`config.mk`:
```
export PLATFORM = sky130hd
export DESIGN_NAME = cavlc_stage_scheduler
export DESIGN_NICKNAME = d
export VERILOG_FILES = /design/src/rtl/cavlc_stage_scheduler.sv
export SDC_FILE = /design/constraint.sdc
export NUM_CORES = 1
export LEC_CHECK = 0
export ABC_CLOCK_PERIOD_IN_PS = 3000
export BUFFER_PORTS_ARGS = -buffer_cell sky130_fd_sc_hd__buf_4
export CAP_MARGIN = 20
export CORE_MARGIN = 1.5
export CORE_UTILIZATION = 55
export CTS_BUF_LIST = sky130_fd_sc_hd__clkbuf_2
export CTS_CLUSTER_DIAMETER = 50
export DETAILED_ROUTE_END_ITERATION = 12
export MAX_ROUTING_LAYER = met4
export PLACE_DENSITY = 0.82
export SLEW_MARGIN = 20
export SYNTH_ARGS = -nofsm -noshare
export SYNTH_HDL_FRONTEND = slang
export SYNTH_SLANG_ARGS = --single-unit
export TNS_END_PERCENT = 30
```
`constraint.sdc`:
```
create_clock -name clk -period 3 [get_ports clk]
set_input_delay 0.15 -clock clk [delete_from_list [all_inputs] [get_ports clk]]
set_output_delay 0.15 -clock clk [all_outputs]
set_load 0.02 [all_outputs]
```
`src/rtl/cavlc_stage_scheduler.sv`:
```
// Sequences the five CAVLC encode stages of one block and steers the bitstream-packer mux.
// Define CAVLC_SCHED_WDOG_EN to compile in the per-stage 255-cycle watchdog.
module cavlc_stage_scheduler #(
   parameter int unsigned NZQ_WIDTH = 5,
   parameter int unsigned MAX_COEFF = 16
) (
   input  logic                 clk,
   input  logic                 rst,
   input  logic                 start_mb,
   input  logic [NZQ_WIDTH-1:0] NZQ,
   input  logic [1:0]           T1s,
   input  logic [3:0]           total_zeros,
   input  logic [4:0]           stage_done,
   output logic [4:0]           stage_start,
   output logic [2:0]           out_sel,
   output logic                 busy,
   output logic                 mb_done,
   output logic                 err
);

   localparam logic [2:0] StIdle = 3'd0;
   localparam logic [2:0] StCt   = 3'd1;
   localparam logic [2:0] StT1   = 3'd2;
   localparam logic [2:0] StLev  = 3'd3;
   localparam logic [2:0] StTz   = 3'd4;
   localparam logic [2:0] StRb   = 3'd5;
   localparam logic [2:0] StFin  = 3'd6;

   logic [2:0]           state_q, state_d;
   logic [NZQ_WIDTH-1:0] nzq_q, nzq_d;
   logic [1:0]           t1s_q, t1s_d;
   logic [3:0]           tz_q, tz_d;
   logic [4:0]           start_q, start_d;
   logic                 err_q, err_d;

   logic       in_stage;
   logic [2:0] stage_idx;
   logic [4:0] act_mask;
   logic [4:0] skip;
   logic [2:0] next_st;
   logic       done_seen;
   logic       req_ok;

`ifdef CAVLC_SCHED_WDOG_EN
   logic [7:0] wdog_q, wdog_d;
`endif

   assign in_stage  = (state_q >= StCt) && (state_q <= StRb);
   assign stage_idx = state_q - StCt;
   assign act_mask  = in_stage ? (5'b00001 << stage_idx) : 5'b00000;
   // The start-pulse cycle never counts as completion, even if done is already high.
   assign done_seen = (start_q == 5'b00000) && |(stage_done & act_mask);
   assign req_ok    = (NZQ_WIDTH'(T1s) <= NZQ) && (32'(NZQ) <= MAX_COEFF);

   always_comb begin
      skip[0] = 1'b0;
      skip[1] = (nzq_q == '0) || (t1s_q == 2'd0);
      skip[2] = (nzq_q == '0) || (nzq_q == NZQ_WIDTH'(t1s_q));
      skip[3] = (nzq_q == '0) || (nzq_q == NZQ_WIDTH'(MAX_COEFF));
      skip[4] = (nzq_q < NZQ_WIDTH'(2)) || (tz_q == 4'd0);
   end

   // Lowest-indexed enabled stage after the current one; FIN if none remain.
   always_comb begin
      next_st = StFin;
      for (int s = 4; s >= 0; s--) begin
         if (s > int'(stage_idx) && !skip[s]) next_st = 3'(s + 1);
      end
   end

   always_comb begin
      state_d = state_q;
      nzq_d   = nzq_q;
      t1s_d   = t1s_q;
      tz_d    = tz_q;
      start_d = 5'b00000;
      err_d   = 1'b0;
      case (state_q)
         StIdle: begin
            if (start_mb) begin
               if (req_ok) begin
                  nzq_d   = NZQ;
                  t1s_d   = T1s;
                  tz_d    = total_zeros;
                  state_d = StCt;
                  start_d = 5'b00001;
               end else begin
                  err_d = 1'b1;
               end
            end
         end
         StCt, StT1, StLev, StTz, StRb: begin
            if (done_seen) begin
               state_d = next_st;
               if (next_st != StFin) start_d = 5'b00001 << (next_st - StCt);
            end
`ifdef CAVLC_SCHED_WDOG_EN
            else if (wdog_q == 8'd254) begin
               state_d = StIdle;
               err_d   = 1'b1;
            end
`endif
         end
         StFin:   state_d = StIdle;
         default: state_d = StIdle;
      endcase
   end

`ifdef CAVLC_SCHED_WDOG_EN
   assign wdog_d = (start_d != 5'b00000) ? 8'd0 : (in_stage ? wdog_q + 8'd1 : 8'd0);

   always_ff @(posedge clk or negedge rst) begin
      if (!rst) wdog_q <= 8'd0;
      else      wdog_q <= wdog_d;
   end
`endif

   always_ff @(posedge clk or negedge rst) begin
      if (!rst) begin
         state_q <= StIdle;
         nzq_q   <= '0;
         t1s_q   <= 2'd0;
         tz_q    <= 4'd0;
         start_q <= 5'b00000;
         err_q   <= 1'b0;
      end else begin
         state_q <= state_d;
         nzq_q   <= nzq_d;
         t1s_q   <= t1s_d;
         tz_q    <= tz_d;
         start_q <= start_d;
         err_q   <= err_d;
      end
   end

   assign stage_start = start_q;
   assign out_sel     = in_stage ? stage_idx : 3'd7;
   assign busy        = (state_q != StIdle);
   assign mb_done     = (state_q == StFin);
   assign err         = err_q;

endmodule

```
==> impl_metrics.csv <==
group,metric,value,unit
grt,grt_use_total,23.59,%
worst_setup_path,crit_path_end_kind,"flip-flop",
detailed_routing,vias_per_cell,5.808,
placed_design,dp_slack,0.4867,ns
clocking,clkTransAtPathRegs,0.20,ns
clocking,root_buffer,"clkbuf_2",
worst_setup_path,critical_path_required,3.24,ns
worst_setup_path,startpoint,"state_q[0]",
synth,synthCells,118,
detailed_routing,wl_per_cell,14.57,um
placed_design,place.gp.congestion,0.8509,
floorplan,die_w,50.53,um
detailed_routing,first_pass_iters,6,
placed_design,placed_cells,172,
clocking,cts_buffers,3,
worst_setup_path,r2r_start,"state_q[0]",
placed_design,dp_hpwl,2111,um
grt,overflow,0,
timing,fin_crit,2.568,ns
synth,synth-async-reset-ratio,100.0,%
worst_setup_path,cp.arrival,2.81,ns
worst_setup_path,max_stage_delay,0.58,ns
floorplan,io_pins,30,
timing,relSlewSlack,56.58,%
timing,worst_pin_slew,0.6349,ns
detailed_routing,drt_iter0_markers,16,
floorplan,start_util,57.27,%
detailed_routing,vias,1028,
status,outcome,"completed",
clocking,clock_path_buffers,2,
detailed_routing,totalWireLength,2579,um
synth,syn-num-nets,144,
synth,synthTopCellsByArea,"dfrtp_1 (40%), mux2_2 (8.2%), ha_1 (7.0%), inv_1 (2.7%), mux2_1 (2.7%)",
timing,hold_violations,0,
clocking,cts_tree,"done",
finish,area_delta_synth_final,23.56,%
pwr,pwr_density_cell,1060,nW/um^2
grt,grt_pass1_vias,1046,
synth,syn_avg_cell_area,10.53,um^2
synth,ys.flop_type,"dfrtp_1",
clocking,cts-resized-gates,0,
timing,rsz0062_at_grt,"false",
timing,fin_ws,0.4325,ns
synth,synth_edf_count,0,
timing,slew_viol_final,0,
detailed_routing,ant_nets,0,
floorplan,core,2170,um^2
worst_setup_path,startpoint_type,"flip-flop",
grt,grt_pass1_wl,4443,um
worst_setup_path,rrSetupSlack,0.43,ns
synth,ys_types,44,
worst_setup_path,cp_max_fo,12,
detailed_routing,drc_errors,0,
finish,drive_gt1_share,32.21,%
synth,synth_top_area_cell,"dfrtp_1",
timing,fin_tns_setup,0,ns
clocking,cts_num_sinks,20,
finish,insertedDiodeCount,0,
clocking,htree_levels,1,
synth,yosysWarnings,0,
worst_setup_path,ff2ff_path_depth,7,
synth,netlist_area,1242,um^2
timing,finalCritPeriodShare,85.58,%
timing,skew,0.009215,ns
grt,antenna_found_initial,0,
job,max-cap-violations,0,
grt,grt_max_degree,21,
pwr,leakagePower,0.7554,nW
finish,final_cells,177,
worst_setup_path,reg2reg_to,"state_q[0]",
floorplan,rows,17,
finish,final_net_count,176,
timing,finalSetupViolCount,0,
floorplan,die_y,50.53,um
placed_design,portBuffers,29,
worst_setup_path,cp_slowest_cell,"dfrtp_1",
worst_setup_path,path_class,"flip-flop to flip-flop",
pwr,vdd_drop_max,0.0006467,V
synth,yosysSeqAreaShare,40.28,%
synth,synth-seq-cells,20,
timing,max_freq,389.5,MHz
worst_hold_path,min_path_type,"primary input to flip-flop",
synth,synth_top_cell_area_share,40.28,%
worst_setup_path,path_cells,"inv_1 -> ha_1 -> xor2_1 -> mux2_2 -> o2bb2ai_4 -> o21a_2 -> mux2_1",
floorplan,dieArea,2553,um^2
finish,fin_util,70.76,%
clocking,clk_latency,0.32,ns
worst_setup_path,critPathCapture,"state_q[0]",
## layout make-up
class | instances | area [um^2]
clock buffers | 3 | 15.01
clock inverters | 1 | 30.03
fillers | 175 | 634.4
inverters | 9 | 33.78
multi-input cells | 86 | 693.2
flip-flops and latches | 20 | 500.5
well taps | 28 | 35.03
repair buffers | 30 | 227.7
## cell usage in the layout (no fill, tap or decap), types with 4 or more instances in the layout
master     n
and3_1     4
buf_4     29
dfrtp_1   20
ha_1       7
inv_1      9
mux2_2     9
nand2b_1   4
nor2_1     7
o21ai_0    4
## state kept, by name, summed over array words and instances (netlist names)
name         flops
err              1
nzq_q            5
stage_start      5
state_q          3
t1s_q            2
tz_q             4
## layer usage
metal / track usage (%) / share of wire [%]
met3: 2.381 / 3.7
met5: - / 0
met2: 42.32 / 54
met4: 9.009 / 1.7
met1: 27.13 / 41
## critical path: cells and delay by family, from the launching register on
kind,cells,cell delay [ns]
AO/OA/AOI/OAI,2,0.37
XOR/XNOR,1,0.41
adder cells (fa/ha/maj),1,0.25
buffers and inverters,1,0.15
flip-flops,1,0.58
multiplexers,2,0.72
## how the worst min path moves through the flow
stage / endpoint / slack [ns] / cells after the start / startpoint
2_1_floorplan: err / -0.15 / 0 / rst
3_3_place_gp: stage_start[1] / 0.04 / 1 / rst
3_5_place_dp: stage_start[3] / 0.04 / 1 / rst
4_1_cts: tz_q[0] / 0.04 / 2 / total_zeros[0]
5_1_grt: tz_q[0] / 0.02 / 2 / total_zeros[0]
6_report: tz_q[0] / 0.04 / 2 / total_zeros[0]
## cell usage after synthesis (all sizes together), types with 2 or more instances
cell    number
and3         4
ha           7
buf          3
nand2        3
inv          9
nor2         7
dfrtp       20
nand3b       2
mux2i        3
and2         2
nor2b        3
mux2        12
nor4         2
nor3         3
nand2b       4
a21oi        2
o21ai        5
or3          4
## logic make-up (layout without fill, tap and decap cells)
kind of cell,after synthesis,in the layout,share of synthesized area [%]
compound gates,22,22,15.01
xor+xnor,2,2,1.410
fa+ha+maj,7,7,7.049
buf+inv,12,43,3.927
flops,20,20,40.28
mux,15,15,13.29
simple gates,40,40,19.03
## power breakdown
part | total (mW) | switching (mW) | leakage [nW] | internal (mW)
combinational | 0.952 | 0.496 | 0.478 | 0.456
clock | 0.201 | 0.0861 | 0.0266 | 0.115
sequential | 0.474 | 0.0961 | 0.251 | 0.378
total | 1.63 | 0.678 | 0.755 | 0.949
## repair_timing
action / CTS / global route
buffers inserted: 0 / 0
hold buffers: 1 / 0
hold endpoints to repair: 20 / 0
setup endpoints to repair: 0 / 0
## through the flow
stage / hold WS [ns] / power (mW) / instance area (um^2)
6_report: 0.03704 / 1.627 / 1535
5_1_grt: 0.02315 / 1.761 / 1535
4_1_cts: 0.03805 / 1.631 / 1535
3_5_place_dp: 0.04043 / 1.431 / 1480
3_3_place_gp: 0.03740 / 1.396 / 1480
2_1_floorplan: -0.1456 / 1.172 / 1242
(Power assumes the default switching activity.)
